--- src/rtl/uart_rx_pkg.sv ---
// Shared UART constants and receiver FSM encoding.
// The transmitter imports the same values so both ends of the line agree.
package uart_rx_pkg;

    localparam int NB_STATE   = 2;
    localparam int C_DBIT     = 8;
    localparam int C_SB_TICK  = 16;
    localparam int C_BAUD_DIV = 163;   // 50 MHz / (19200 * 16)
    localparam int C_NB_DIV   = 8;

    typedef enum logic [NB_STATE-1:0] {
        ST_IDLE  = 2'b00,
        ST_START = 2'b01,
        ST_DATA  = 2'b10,
        ST_STOP  = 2'b11
    } state_t;

endpackage

--- src/rtl/uart_rx_if.sv ---
// Receiver result bundle: received byte, status pulses, busy and FSM state for debug.
// o_rx_done and o_frame_err are single-cycle strobes with no back-pressure; o_data is valid whenever o_rx_done is high and holds until the next good frame.
interface uart_rx_if #(
    parameter int DBIT = 8
);
    import uart_rx_pkg::*;

    logic [DBIT-1:0] o_data;
    logic            o_rx_done;
    logic            o_frame_err;
    logic            o_busy;
    state_t          dbg_state;

    modport master (
        output o_data, o_rx_done, o_frame_err, o_busy, dbg_state
    );

    modport slave (
        input o_data, o_rx_done, o_frame_err, o_busy, dbg_state
    );

endinterface

--- src/rtl/uart_rx_baud_rate_gen.sv ---
// Free-running oversampling tick generator: one-cycle o_tick every BAUD_DIV clocks.
module baud_rate_gen #(
    parameter int BAUD_DIV = 163,
    parameter int NB_DIV   = 8
) (
    input  logic i_clock,
    input  logic i_reset,
    output logic o_tick
);

    localparam logic [NB_DIV-1:0] DIV_LAST = NB_DIV'(BAUD_DIV - 1);

    logic [NB_DIV-1:0] r_count;
    logic              w_last;

    assign w_last = (r_count == DIV_LAST);
    assign o_tick = w_last;

    always_ff @(posedge i_clock or negedge i_reset) begin
        if (!i_reset) begin
            r_count <= '0;
        end else if (w_last) begin
            r_count <= '0;
        end else begin
            r_count <= r_count + 1'b1;
        end
    end

endmodule

--- src/rtl/uart_rx.sv ---
// 8N1 UART receiver with 16x oversampling, centre-of-bit sampling and framing-error detection.
module uart_rx
    import uart_rx_pkg::*;
#(
    parameter int DBIT     = C_DBIT,
    parameter int SB_TICK  = C_SB_TICK,
    parameter int BAUD_DIV = C_BAUD_DIV,
    parameter int NB_DIV   = C_NB_DIV
) (
    input  logic      i_clock,
    input  logic      i_reset,
    input  logic      i_rx,
    uart_rx_if.master rx_bus
);

    localparam logic [3:0] S_MID      = 4'd7;
    localparam logic [3:0] S_BIT_LAST = 4'd15;
    localparam logic [3:0] S_STOP     = 4'(SB_TICK - 1);
    localparam logic [2:0] N_LAST     = 3'(DBIT - 1);

    logic            w_tick;
    logic            r_rx_meta;
    logic            r_rx_s;
    state_t          r_state;
    state_t          w_state_nx;
    logic [3:0]      r_s;
    logic [3:0]      w_s_nx;
    logic [2:0]      r_n;
    logic [2:0]      w_n_nx;
    logic [DBIT-1:0] r_shift;
    logic [DBIT-1:0] w_shift_nx;
    logic [DBIT-1:0] r_data;
    logic [DBIT-1:0] w_data_nx;
    logic            r_armed;
    logic            w_armed_nx;
    logic            r_rx_done;
    logic            w_done_nx;
    logic            r_frame_err;
    logic            w_err_nx;

    baud_rate_gen #(
        .BAUD_DIV (BAUD_DIV),
        .NB_DIV   (NB_DIV)
    ) u_baud (
        .i_clock (i_clock),
        .i_reset (i_reset),
        .o_tick  (w_tick)
    );

    // Synchronizer resets to the idle-line level so reset never looks like a start edge.
    always_ff @(posedge i_clock or negedge i_reset) begin
        if (!i_reset) begin
            r_rx_meta <= 1'b1;
            r_rx_s    <= 1'b1;
        end else begin
            r_rx_meta <= i_rx;
            r_rx_s    <= r_rx_meta;
        end
    end

    always_ff @(posedge i_clock or negedge i_reset) begin
        if (!i_reset) begin
            r_state     <= ST_IDLE;
            r_s         <= '0;
            r_n         <= '0;
            r_shift     <= '0;
            r_data      <= '0;
            r_armed     <= 1'b0;
            r_rx_done   <= 1'b0;
            r_frame_err <= 1'b0;
        end else begin
            r_state     <= w_state_nx;
            r_s         <= w_s_nx;
            r_n         <= w_n_nx;
            r_shift     <= w_shift_nx;
            r_data      <= w_data_nx;
            r_armed     <= w_armed_nx;
            r_rx_done   <= w_done_nx;
            r_frame_err <= w_err_nx;
        end
    end

    // armed blocks a new start until the line has been seen high (break / post-reset).
    always_comb begin
        w_state_nx = r_state;
        w_s_nx     = r_s;
        w_n_nx     = r_n;
        w_shift_nx = r_shift;
        w_data_nx  = r_data;
        w_armed_nx = r_armed;
        w_done_nx  = 1'b0;
        w_err_nx   = 1'b0;
        case (r_state)
            ST_IDLE: begin
                if (r_rx_s) begin
                    w_armed_nx = 1'b1;
                end else if (r_armed) begin
                    w_state_nx = ST_START;
                    w_s_nx     = '0;
                    w_armed_nx = 1'b0;
                end
            end
            ST_START: begin
                if (w_tick) begin
                    if (r_s == S_MID) begin
                        w_s_nx = '0;
                        if (!r_rx_s) begin
                            w_state_nx = ST_DATA;
                            w_n_nx     = '0;
                        end else begin
                            w_state_nx = ST_IDLE;
                        end
                    end else begin
                        w_s_nx = r_s + 1'b1;
                    end
                end
            end
            ST_DATA: begin
                if (w_tick) begin
                    if (r_s == S_BIT_LAST) begin
                        w_s_nx     = '0;
                        w_shift_nx = {r_rx_s, r_shift[DBIT-1:1]};
                        if (r_n == N_LAST) begin
                            w_state_nx = ST_STOP;
                        end else begin
                            w_n_nx = r_n + 1'b1;
                        end
                    end else begin
                        w_s_nx = r_s + 1'b1;
                    end
                end
            end
            ST_STOP: begin
                if (w_tick) begin
                    if (r_s == S_STOP) begin
                        w_state_nx = ST_IDLE;
                        w_s_nx     = '0;
                        if (r_rx_s) begin
                            w_data_nx  = r_shift;
                            w_done_nx  = 1'b1;
                            w_armed_nx = 1'b1;
                        end else begin
                            w_err_nx   = 1'b1;
                            w_armed_nx = 1'b0;
                        end
                    end else begin
                        w_s_nx = r_s + 1'b1;
                    end
                end
            end
            default: begin
                w_state_nx = ST_IDLE;
            end
        endcase
    end

    assign rx_bus.o_data      = r_data;
    assign rx_bus.o_rx_done   = r_rx_done;
    assign rx_bus.o_frame_err = r_frame_err;
    assign rx_bus.o_busy      = (r_state != ST_IDLE);
    assign rx_bus.dbg_state   = r_state;

endmodule

--- src/flat_wrapper.sv ---
// flat-port wrapper written by rule: the top's interface ports become plain ports
module uart_rx_flat import uart_rx_pkg::*;
#(
    parameter int DBIT     = C_DBIT,
    parameter int SB_TICK  = C_SB_TICK,
    parameter int BAUD_DIV = C_BAUD_DIV,
    parameter int NB_DIV   = C_NB_DIV
)
  (i_clock, i_reset, i_rx, rx_bus_o_data, rx_bus_o_rx_done, rx_bus_o_frame_err, rx_bus_o_busy, rx_bus_dbg_state);
  uart_rx_if #(.DBIT(DBIT)) rx_bus_i ();
  input  logic i_clock;
  input  logic i_reset;
  input  logic i_rx;
  output wire logic [$bits(rx_bus_i.o_data)-1:0] rx_bus_o_data;
  output wire logic [$bits(rx_bus_i.o_rx_done)-1:0] rx_bus_o_rx_done;
  output wire logic [$bits(rx_bus_i.o_frame_err)-1:0] rx_bus_o_frame_err;
  output wire logic [$bits(rx_bus_i.o_busy)-1:0] rx_bus_o_busy;
  output wire logic [$bits(rx_bus_i.dbg_state)-1:0] rx_bus_dbg_state;
  assign rx_bus_o_data = rx_bus_i.o_data;
  assign rx_bus_o_rx_done = rx_bus_i.o_rx_done;
  assign rx_bus_o_frame_err = rx_bus_i.o_frame_err;
  assign rx_bus_o_busy = rx_bus_i.o_busy;
  assign rx_bus_dbg_state = rx_bus_i.dbg_state;
  uart_rx #(.DBIT(DBIT), .SB_TICK(SB_TICK), .BAUD_DIV(BAUD_DIV), .NB_DIV(NB_DIV)) u_core (.i_clock(i_clock), .i_reset(i_reset), .i_rx(i_rx), .rx_bus(rx_bus_i));
endmodule
--- config.mk ---
export PLATFORM = sky130hd
export DESIGN_NAME = uart_rx_flat
export DESIGN_NICKNAME = d
export VERILOG_FILES = /design/src/rtl/uart_rx_pkg.sv /design/src/rtl/uart_rx_if.sv /design/src/rtl/uart_rx_baud_rate_gen.sv /design/src/rtl/uart_rx.sv /design/src/flat_wrapper.sv
export SDC_FILE = /design/constraint.sdc
export NUM_CORES = 1
export LEC_CHECK = 0
export CORE_AREA = 2 2 63 59
export DETAILED_ROUTE_END_ITERATION = 8
export DIE_AREA = 0 0 65 61
export MAX_ROUTING_LAYER = met4
export PLACE_DENSITY_LB_ADDON = 0.05
export SYNTH_ARGS = -nofsm -noshare
export SYNTH_HDL_FRONTEND = slang
export SYNTH_HIERARCHICAL = 1
export SYNTH_SLANG_ARGS = --single-unit
export TNS_END_PERCENT = 30
--- constraint.sdc ---
create_clock -name i_clock -period 2.6 [get_ports i_clock]
set_clock_uncertainty 0.2 [all_clocks]
set_input_delay 0.52 -clock i_clock [delete_from_list [all_inputs] [get_ports i_clock]]
set_output_delay 0.52 -clock i_clock [all_outputs]
set_load 0.005 [all_outputs]
==> results of run 1 <==
-- power breakdown --
group | leakage (nW) | switching [mW] | internal [mW] | total (mW)
Combinational | 0.399 | 0.0619 | 0.0558 | 0.118
Sequential | 0.503 | 0.0102 | 0.607 | 0.617
Clock | 0.0472 | 0.200 | 0.213 | 0.413
-- synth_stat cells (all sizes together) (2+ instances only) --
cell type | n | area (um2)
nand4 | 3 | 46.3
or4 | 2 | 15.0
mux2i | 2 | 20.0
o31ai | 2 | 15.0
a21o | 2 | 15.0
nand3 | 5 | 25.0
dfrtp | 36 | 901
buf | 3 | 17.5
mux2 | 19 | 214
dfstp | 2 | 52.6
ha | 5 | 62.6
nor2 | 9 | 41.3
nand2 | 5 | 18.8
xnor2 | 6 | 52.6
nor3 | 3 | 26.3
o21ai | 7 | 35.0
nand2b | 6 | 37.5
inv | 8 | 30.0
or3 | 2 | 22.5
o211ai | 2 | 15.0
-- per-stage QoR --
step | power (mW) | instances
6_report | 1.15 | 209
5_1_grt | 1.21 | 209
4_1_cts | 1.17 | 209
3_5_place_dp | 0.748 | 201
3_3_place_gp | 0.747 | 201
2_1_floorplan | 0.694 | 142
-- cell families (layout without fill, tap and decap cells) --
family | Yosys count | count (layout)
fa+ha+maj | 5 | 5
simple gates | 39 | 39
buf+inv | 11 | 34
mux | 21 | 21
flops | 38 | 38
compound gates | 22 | 22
xor+xnor | 6 | 6
-- worst paths after layout --
path | endpoint | slack (ns) | depth (start not counted)
worst min register to register | u_core/r_rx_s$_DFF_PN1_ | 0.16 | 0
worst max-delay path | u_core/r_shift[6]$_DFFE_PN0P_ | 0.25 | 5
worst max register to register | u_core/r_shift[6]$_DFFE_PN0P_ | 0.25 | 5
worst min-delay path | async pin | 0.12 | 1
min in group i_clock | u_core/r_rx_s$_DFF_PN1_ | 0.16 | 0
max in group asynchronous | u_core/u_baud/r_count[6]$_DFF_PN0_ | 1.56 | 1
-- flip-flops by register name (all words and copies together), names as in the netlist, named ones only --
| name | cells |
|---|---|
| u_core/r_armed | 1 |
| u_core/r_n | 3 |
| u_core/r_rx_meta | 1 |
| u_core/r_rx_s | 1 |
| u_core/r_s | 4 |
| u_core/r_shift | 8 |
| u_core/rx_bus.dbg_state | 1 |
| u_core/rx_bus.o_data | 8 |
| u_core/rx_bus.o_frame_err | 1 |
| u_core/rx_bus.o_rx_done | 1 |
| u_core/u_baud/r_count | 8 |
-- cell type report --
class / count / area (um2) / area share (%)
sequential: 38 / 953 / 46.0
inverter: 8 / 30.0 / 1.45
timing repair buffer: 18 / 168 / 8.09
multi-input combinational: 93 / 772 / 37.2
tap: 44 / 55.1 / 2.66
clock inverter: 2 / 12.5 / 0.603
clock buffer: 6 / 82.6 / 3.98
-- routing by layer --
layer,GRT usage [%],wire length (um)
met2,25.6,1390
met4,7.29,23
met1,23.5,1380
met3,5.01,107
met5,-,0
-- cell usage in the layout, fill, tap and decap left out, drive strengths merged, types with 2 or more instances in the layout --
cell type	Yosys	final
dfrtp	36	36
mux2	19	19
clkdlybuf4s50	0	14
nor2	9	9
inv	8	8
o21ai	7	7
clkbuf	0	6
nand2b	6	6
xnor2	6	6
nand3	5	5
nand2	5	5
ha	5	5
buf	3	4
nand4	3	3
nor3	3	3
o31ai	2	2
or4	2	2
a21o	2	2
or3	2	2
mux2i	2	2
o211ai	2	2
dfstp	2	2
==> results list, run 1 <==
- Die Y-Extent: ~61 um
- Across all setup checks in the final design, the least slack found is 0.255 ns.
- YS warnings: 6
- Level count of the clock H-tree: 2
* Clock transition time at the flip-flop clock pins of the worst setup and hold paths: 0.07 ns
- Share of flip-flops with an asynchronous set or reset after synthesis: 100%
* CTS-repair resized insts: 0
- Sequential cells were found to cover 53.8% of the synthesized design area.
- The repair_antennas step left the layout with diodes totalling 0.
- Mapped cell area: 1770 um2
- Buffers added to address setup during post-CTS repair amount to 0.
- The floorplan step set the die width to approximately 65 um.
* Detailed Routing Iterations Pass 1: 4
- The worst setup path is launched from a register.
* Endpoint required time on the critical path: roughly 2.6 ns
* Root buffer cell: sky130_fd_sc_hd__clkbuf_8
- Once detail routing completed, the nets flagged for antenna violations numbered 0.
* Full die area: 3970 um2
* Number of violations reported at the end of detailed-routing iteration 0: 68
- Maximum number of pins on one net before global-route repair: 39
* Max frequency: 0.426 GHz
* Fin util: between 60 and 70%
- Dominant delay contributor by cell family on the critical path: simple AND/OR/NAND/NOR gates
- Critical path class: reg2reg
- Counting the fill cells in the layout gives 263.
- Global routing finished with a remaining overflow of 0.
- For this configuration, the core starts out at a cell density of 54.1%.
- Across the run, the number of max-cap violations was 0.
- Total detailed-routing wirelength: just under 3000 um
- CTS Buf Count: 5
- CP Launch Point: u_core/u_baud/r_count[2]$_DFF_PN0_
- TritonCTS built the clock tree.
- Fraction of the mapped netlist area in compound gates: 8.75%
- The worst path uses between 90% and 100% of the clock period.
* Std-Cell Rows: 20
* Area of all placed cells without fillers: 2070 um2
- On the worst path, the slowest cell contributes a delay of about 0.44 ns.
* First-pass GRT wire length: 5010 um
* List of cells traversed by the critical path: or3_4 > nor3_4 > nand4_2 > nor2_4 > mux2_2
- The via count of the first global-routing pass is 1084.
- Leakage power figure: ~0.95 nW
* Number of DRC violations after detailed routing: 0
* Peak supply drop: 0.306 mV
* Sinks on Clock Net: 38
- The routed layout has 1160 vias.
- The count of buffers added on input and output ports is 15.
* Main flop type after synthesis: sky130_fd_sc_hd__dfrtp_1
- Unrepaired setup endpoints after global routing: false
- The min-delay analysis places its worst path in the category in2async.
- The worst setup path is captured at a register.
- The congestion estimate from routability-driven global placement came to 0.819.
- After Yosys synthesis, and, or, nand and nor cells account for between 15 and 20% of the synthesized area.
* Minimum clock period after layout: 2.35 ns
- Dividing the synthesized area by the synthesized cell count gives around 12 um2.
- Of the total synthesized cell area, the portion taken by full adders, half adders and majority gates is 3.53%.
- Post-Synth XOR/XNOR Area: 2.96%
- WL/cell: around 14 um
* Final-stage net count: 172
- Placed wire-length estimate after detailed placement: 2020 um
- Proportion of synthesized area in mux cells: 13.2%
* Power per cell area: 553 nW/um2
- Yosys mapped the design onto 37 distinct sky130hd cell types.
* Hold buffer count at CTS: 0
- Total of endpoints with negative setup slack in the final report: 0
- Area added between synthesis and finish: 16.9%
- Hold Fails Final Rpt: 0
- Synthesized instance count: 142
- Counting flops with a built-in enable in the synthesized netlist gives 0.
* Total negative slack for setup checks: 0 ns
- Post-synthesis net count: 150
- Tot GR Track Use: 17.6%
* Pre-CTS setup slack: between 0.2 and 0.3 ns
- Number of antenna violations at the first check in global routing: 0
* Buffer depth of the longest clock path: 2
* Largest family of logic cells by synthesized area: simple AND/OR/NAND/NOR gates
- Clock latency of the later-clocked register in the worst-skew pair: approximately 0.28 ns
- Count of state elements after synthesis: 38
* I/O pin count: 16
- The floorplan step defined a core boundary enclosing around 3300 um2.
- Among all stages on the critical path, the largest delay is contributed by sky130_fd_sc_hd__dfrtp_1.
- For the worst setup path, the data arrival time is 2.31 ns.
- At the pin with the least slew margin, the transition time is around 0.81 ns.
- Final-report max-slew violation count: 0
- The worst pin sits at a relative slew slack of 46.2%.
- Critical Path Fanout Max: 8
- Layout cell share with drive strength beyond 1: between 20 and 30%
* Cell area after placement: 1980 um2
- Counting both buffers and inverters, the worst setup path holds a total of 0.
- Via count normalized by instance count: 5.55
* Worst hold margin: roughly 0.12 ns
- Startpoint of the worst register-to-register path: u_core/u_baud/r_count[2]$_DFF_PN0_
* Result of the run: finished, final reports clean
(Power assumes the default switching activity.)
==> inputs of run 2 (changes only) <==
--- a/config.mk
+++ b/config.mk
@@ -5,7 +5,9 @@
 export SDC_FILE = /design/constraint.sdc
 export NUM_CORES = 1
 export LEC_CHECK = 0
+export CAP_MARGIN = 15
 export CORE_AREA = 2 2 63 59
+export CTS_CLUSTER_DIAMETER = 50
 export DETAILED_ROUTE_END_ITERATION = 8
 export DIE_AREA = 0 0 65 61
 export MAX_ROUTING_LAYER = met4
==> results of run 2 <==
Same layout as run 1: the final DEF is identical, and so are final timing and power.
==> inputs of run 3 (changes only) <==
--- a/config.mk
+++ b/config.mk
@@ -6,14 +6,14 @@
 export NUM_CORES = 1
 export LEC_CHECK = 0
 export CAP_MARGIN = 15
-export CORE_AREA = 2 2 63 59
+export CORE_AREA = 2 2 62 59
 export CTS_CLUSTER_DIAMETER = 50
 export DETAILED_ROUTE_END_ITERATION = 8
-export DIE_AREA = 0 0 65 61
+export DIE_AREA = 0 0 64 61
 export MAX_ROUTING_LAYER = met4
 export PLACE_DENSITY_LB_ADDON = 0.05
+export RECOVER_POWER = 50
 export SYNTH_ARGS = -nofsm -noshare
 export SYNTH_HDL_FRONTEND = slang
-export SYNTH_HIERARCHICAL = 1
 export SYNTH_SLANG_ARGS = --single-unit
 export TNS_END_PERCENT = 30
==> run 3 against run 2 <==
Against the previous run:
- the run now ends with capacitance limit, slew limit left
- sequential share of layout area is 1.9 points higher
- non-clock buffer count down 3
- total power is 8.1% lower
- sequential cell count unchanged
- design area down 3.8%
- synthesized cell count increased by 0.70%
- global-route usage grew 1.5 points
- sequential power rose by 2%
- critical path depth down 2
==> results list, run 3 <==
- Grt total ovfl: 0
- Share of flip-flops with an asynchronous set or reset after synthesis: 100%
- Power consumption: roughly 1.1 mW
- The number of nets in the synthesized netlist is around 150.
- Leading cell type in the layout, fill and taps excluded: sky130_fd_sc_hd__dfrtp_1
- The routed design has 2940 um of wire.
* Count of flip-flops with a built-in enable after synthesis: 0
- In the post-synthesis netlist, the cell with the most instances is sky130_fd_sc_hd__dfrtp_1.
* Share of the synthesized area in the top cell type: 51.4%
* Total instance count after detailed placement: 199
- In the global route stage, overall resource usage came out at 19.2%.
* Final-stage net count: 170
* Synth unique cells: 38
- Peak supply drop: approximately 0.44 mV
* Top cells by area, synth: sky130_fd_sc_hd__dfrtp_1 51%, sky130_fd_sc_hd__mux2_2 12%, sky130_fd_sc_hd__ha_1 3.6%
- Power per cell area: 529 nW/um2
* Signal arrival time at the worst endpoint: about 1.7 ns
* Final-report max-slew violation count: 39
- Routed Antenna Nets: 0
- Share of the cycle needed by the critical path after routing: ~94%
- The tree is rooted in a sky130_fd_sc_hd__clkbuf_4.
- Critical path's slowest cell: sky130_fd_sc_hd__dfrtp_2
- The number of antenna diodes in the final layout is 0.
- Sinks on Clock Net: 38
- Based on the critical path, the design can be clocked at up to between 0.4 and 0.5 GHz.
* Core region area: 3230 um2
- CTS Buf Count: 5
- The initial utilization of the core area, before any placement, comes to 54.3%.
* YS warnings: 0
- The flow ran to the end, but the final reports show violations.
- Startpoint of the worst register-to-register path: u_core.u_baud.r_count[2]$_DFF_PN0_
- The floorplan has 20 rows.
* Detailed Routing Iterations Pass 1: 4
- The H-tree was split into 2 levels.
- Data on the critical path is required at its endpoint by 1.88 ns.
- On the worst path, the slowest cell contributes a delay of 0.54 ns.
- Once placement finished, the instance area stood at 1940 um2.
* Unrepaired setup endpoints after global routing: false
- Buffers inserted to repair hold after CTS numbered 0.
* Buffer depth of the longest clock path: 2
* Clock latency of the later-clocked register in the worst-skew pair: 0.34 ns
* Area added between synthesis and finish: 13.8%
- Via count normalized by instance count: 5.43
* Mapped cell area: roughly 1800 um2
- The first routing iteration left 70 violations.
* Placed wire-length estimate after detailed placement: 2110 um
* Critical Path Fanout Max: 17
- The synthesized design contains 38 register bits.
- Clock transition time at the flip-flop clock pins of the worst setup and hold paths: 0.11 ns
- WL/cell: 14.2 um
- Cells fill between 60 and 70% of the core in the end.
- Summed over all failing endpoints, the final setup total negative slack is 0 ns.
- Die Y-Extent: 61 um
* Number of global-route vias before repair: 1135
- List of cells traversed by the critical path: nor2_1 > inv_1 > clkdlybuf4s50_1
* Number of cells on the worst reg-to-reg path: 4
- Area of all placed cells without fillers: 1990 um2
- After synthesis, flip-flops and latches occupy 54.4% of the total area.
* Worst hold-check path type: reg2reg
- The first global-routing pass estimated 5350 um of wire.
* Max-cap violations: 1
- The initial antenna violation count came to 0.
- Element type at the critical path end: output port
- Detailed routing inserted a total of between 1k and 1.5k vias.
* Clock tree from TritonCTS: built
- The endpoint identified for the worst register-to-register timing path is u_core.rx_bus.o_data[0]$_DFFE_PN0P_.
- Top post-synthesis cells by count: 36 x sky130_fd_sc_hd__dfrtp_1, 19 x sky130_fd_sc_hd__mux2_2, 14 x sky130_fd_sc_hd__nor2_1, 7 x sky130_fd_sc_hd__inv_1
- Number of standard cells in the final layout excluding fillers: 207
* Area leader, netlist: sky130_fd_sc_hd__dfrtp_1
- Critical path class: reg2out
* Reg2reg setup slack: between 0.3 and 0.4 ns
- Counting every instance in the synthesized netlist gives 143.
- Termination of the worst setup path: rx_bus_o_busy
* Leakage power figure: 0.940 nW
- Counting I/O delays and the setup requirement, the final critical path takes 2.44 ns.
* Synthesized area per cell: 12.3 um2
* Number of DRC violations after detailed routing: 0
- The congestion estimate from routability-driven global placement came to 0.810.
* Kind of launch point of the worst setup path: register
* I/O pin count: 16
- Port Buffers: 15
- Total of endpoints with negative setup slack in the final report: 0
* Floorplan die width: 64 um
* Maximum number of pins on one net before global-route repair: 39
- The final-report hold violation count is 0.
* Full die area: 3900 um2
- In the final layout, the share of cells above drive strength 1 is 20.2%.
* Violations in the final reports: capacitance limit, slew limit
* Remaining max-slew budget at the tightest pin: -31.4%
- Most used cells in the layout excluding fill and tap cells: 35 x sky130_fd_sc_hd__dfrtp_1, 19 x sky130_fd_sc_hd__mux2_2, 14 x sky130_fd_sc_hd__nor2_1
* Main flop type after synthesis: sky130_fd_sc_hd__dfrtp_1
- Least-Margin Pin Slew: 1.97 ns
run 3: changes by cell type in the layout (fill, tap and decap cells not counted), sizes merged, moves of 3 or more:
cell	previous run	this run
a31oi	0	4
and3	0	4
buf	4	0
mux2i	2	5
nand2b	6	2
nor2	9	14
o21ai	7	3
run 3: worst min-delay path by stage:
stage          cells past startpoint  slack [ns]                  startpoint                   endpoint
4_1_cts                            1        0.07                     i_reset  u_core.r_s[0]$_DFFE_PN0P_
3_5_place_dp                       0        0.15  u_core.r_rx_meta$_DFF_PN1_    u_core.r_rx_s$_DFF_PN1_
3_3_place_gp                       0        0.15  u_core.r_rx_meta$_DFF_PN1_    u_core.r_rx_s$_DFF_PN1_
6_report                           0        0.16  u_core.r_rx_meta$_DFF_PN1_    u_core.r_rx_s$_DFF_PN1_
5_1_grt                            0        0.17  u_core.r_rx_meta$_DFF_PN1_    u_core.r_rx_s$_DFF_PN1_
2_1_floorplan                      0        0.02                     i_reset                  async pin
run 3: repair_timing:
action,4_1_cts,5_1_grt
resized for setup,1,0
hold endpoints to repair,0,0
setup endpoints to repair,1,0
setup buffers,0,0
run 3: critical path, delay by kind of cell, from the launching register on:
family	cells	cell delay (ns)
buffers and inverters	2	0.54
DFF	1	0.54
and+or+nand+nor	1	0.30
run 3: routing by layer:
layer	wire (um)	track usage, %	up-vias
li1	-	-	552
met1	1370	24.5	550
met2	1390	27.7	18
met3	126	6.68	5
met4	54	8.39	0
met5	0	-	-
run 3: cells by family (layout without fill, tap and decap cells):
group / after synthesis / after routing / share of synthesized area (%)
xor+xnor: 6 / 6 / 3.00
simple gates: 40 / 40 / 13.3
compound gates: 20 / 20 / 8.35
buf+inv: 10 / 30 / 2.28
fa+ha+maj: 5 / 5 / 3.57
mux: 24 / 24 / 15.1
flops: 38 / 38 / 54.4
run 3: layout make-up:
class                   instances  area (um2)
well taps                      44        55.1
fillers                       275        1230
clock inverters                 1        5.00
repair buffers                 15         144
inverters                       7        26.3
flip-flops and latches         38         955
clock buffers                   7        55.1
multi-input cells              95         754
run 3: power by group:
group          internal [mW]  total (mW)  switching (mW)
Clock                  0.131       0.315           0.184
Combinational         0.0504       0.109          0.0589
Sequential             0.608       0.631          0.0232
run 3: metrics by stage:
stage / hold slack [ns] / worst slack, ns
6_report: 0.163 / 0.156
3_5_place_dp: 0.149 / 0.307
3_3_place_gp: 0.149 / 0.369
5_1_grt: 0.168 / 0.00941
2_1_floorplan: 0.0244 / 0.573
4_1_cts: 0.0715 / 0.124
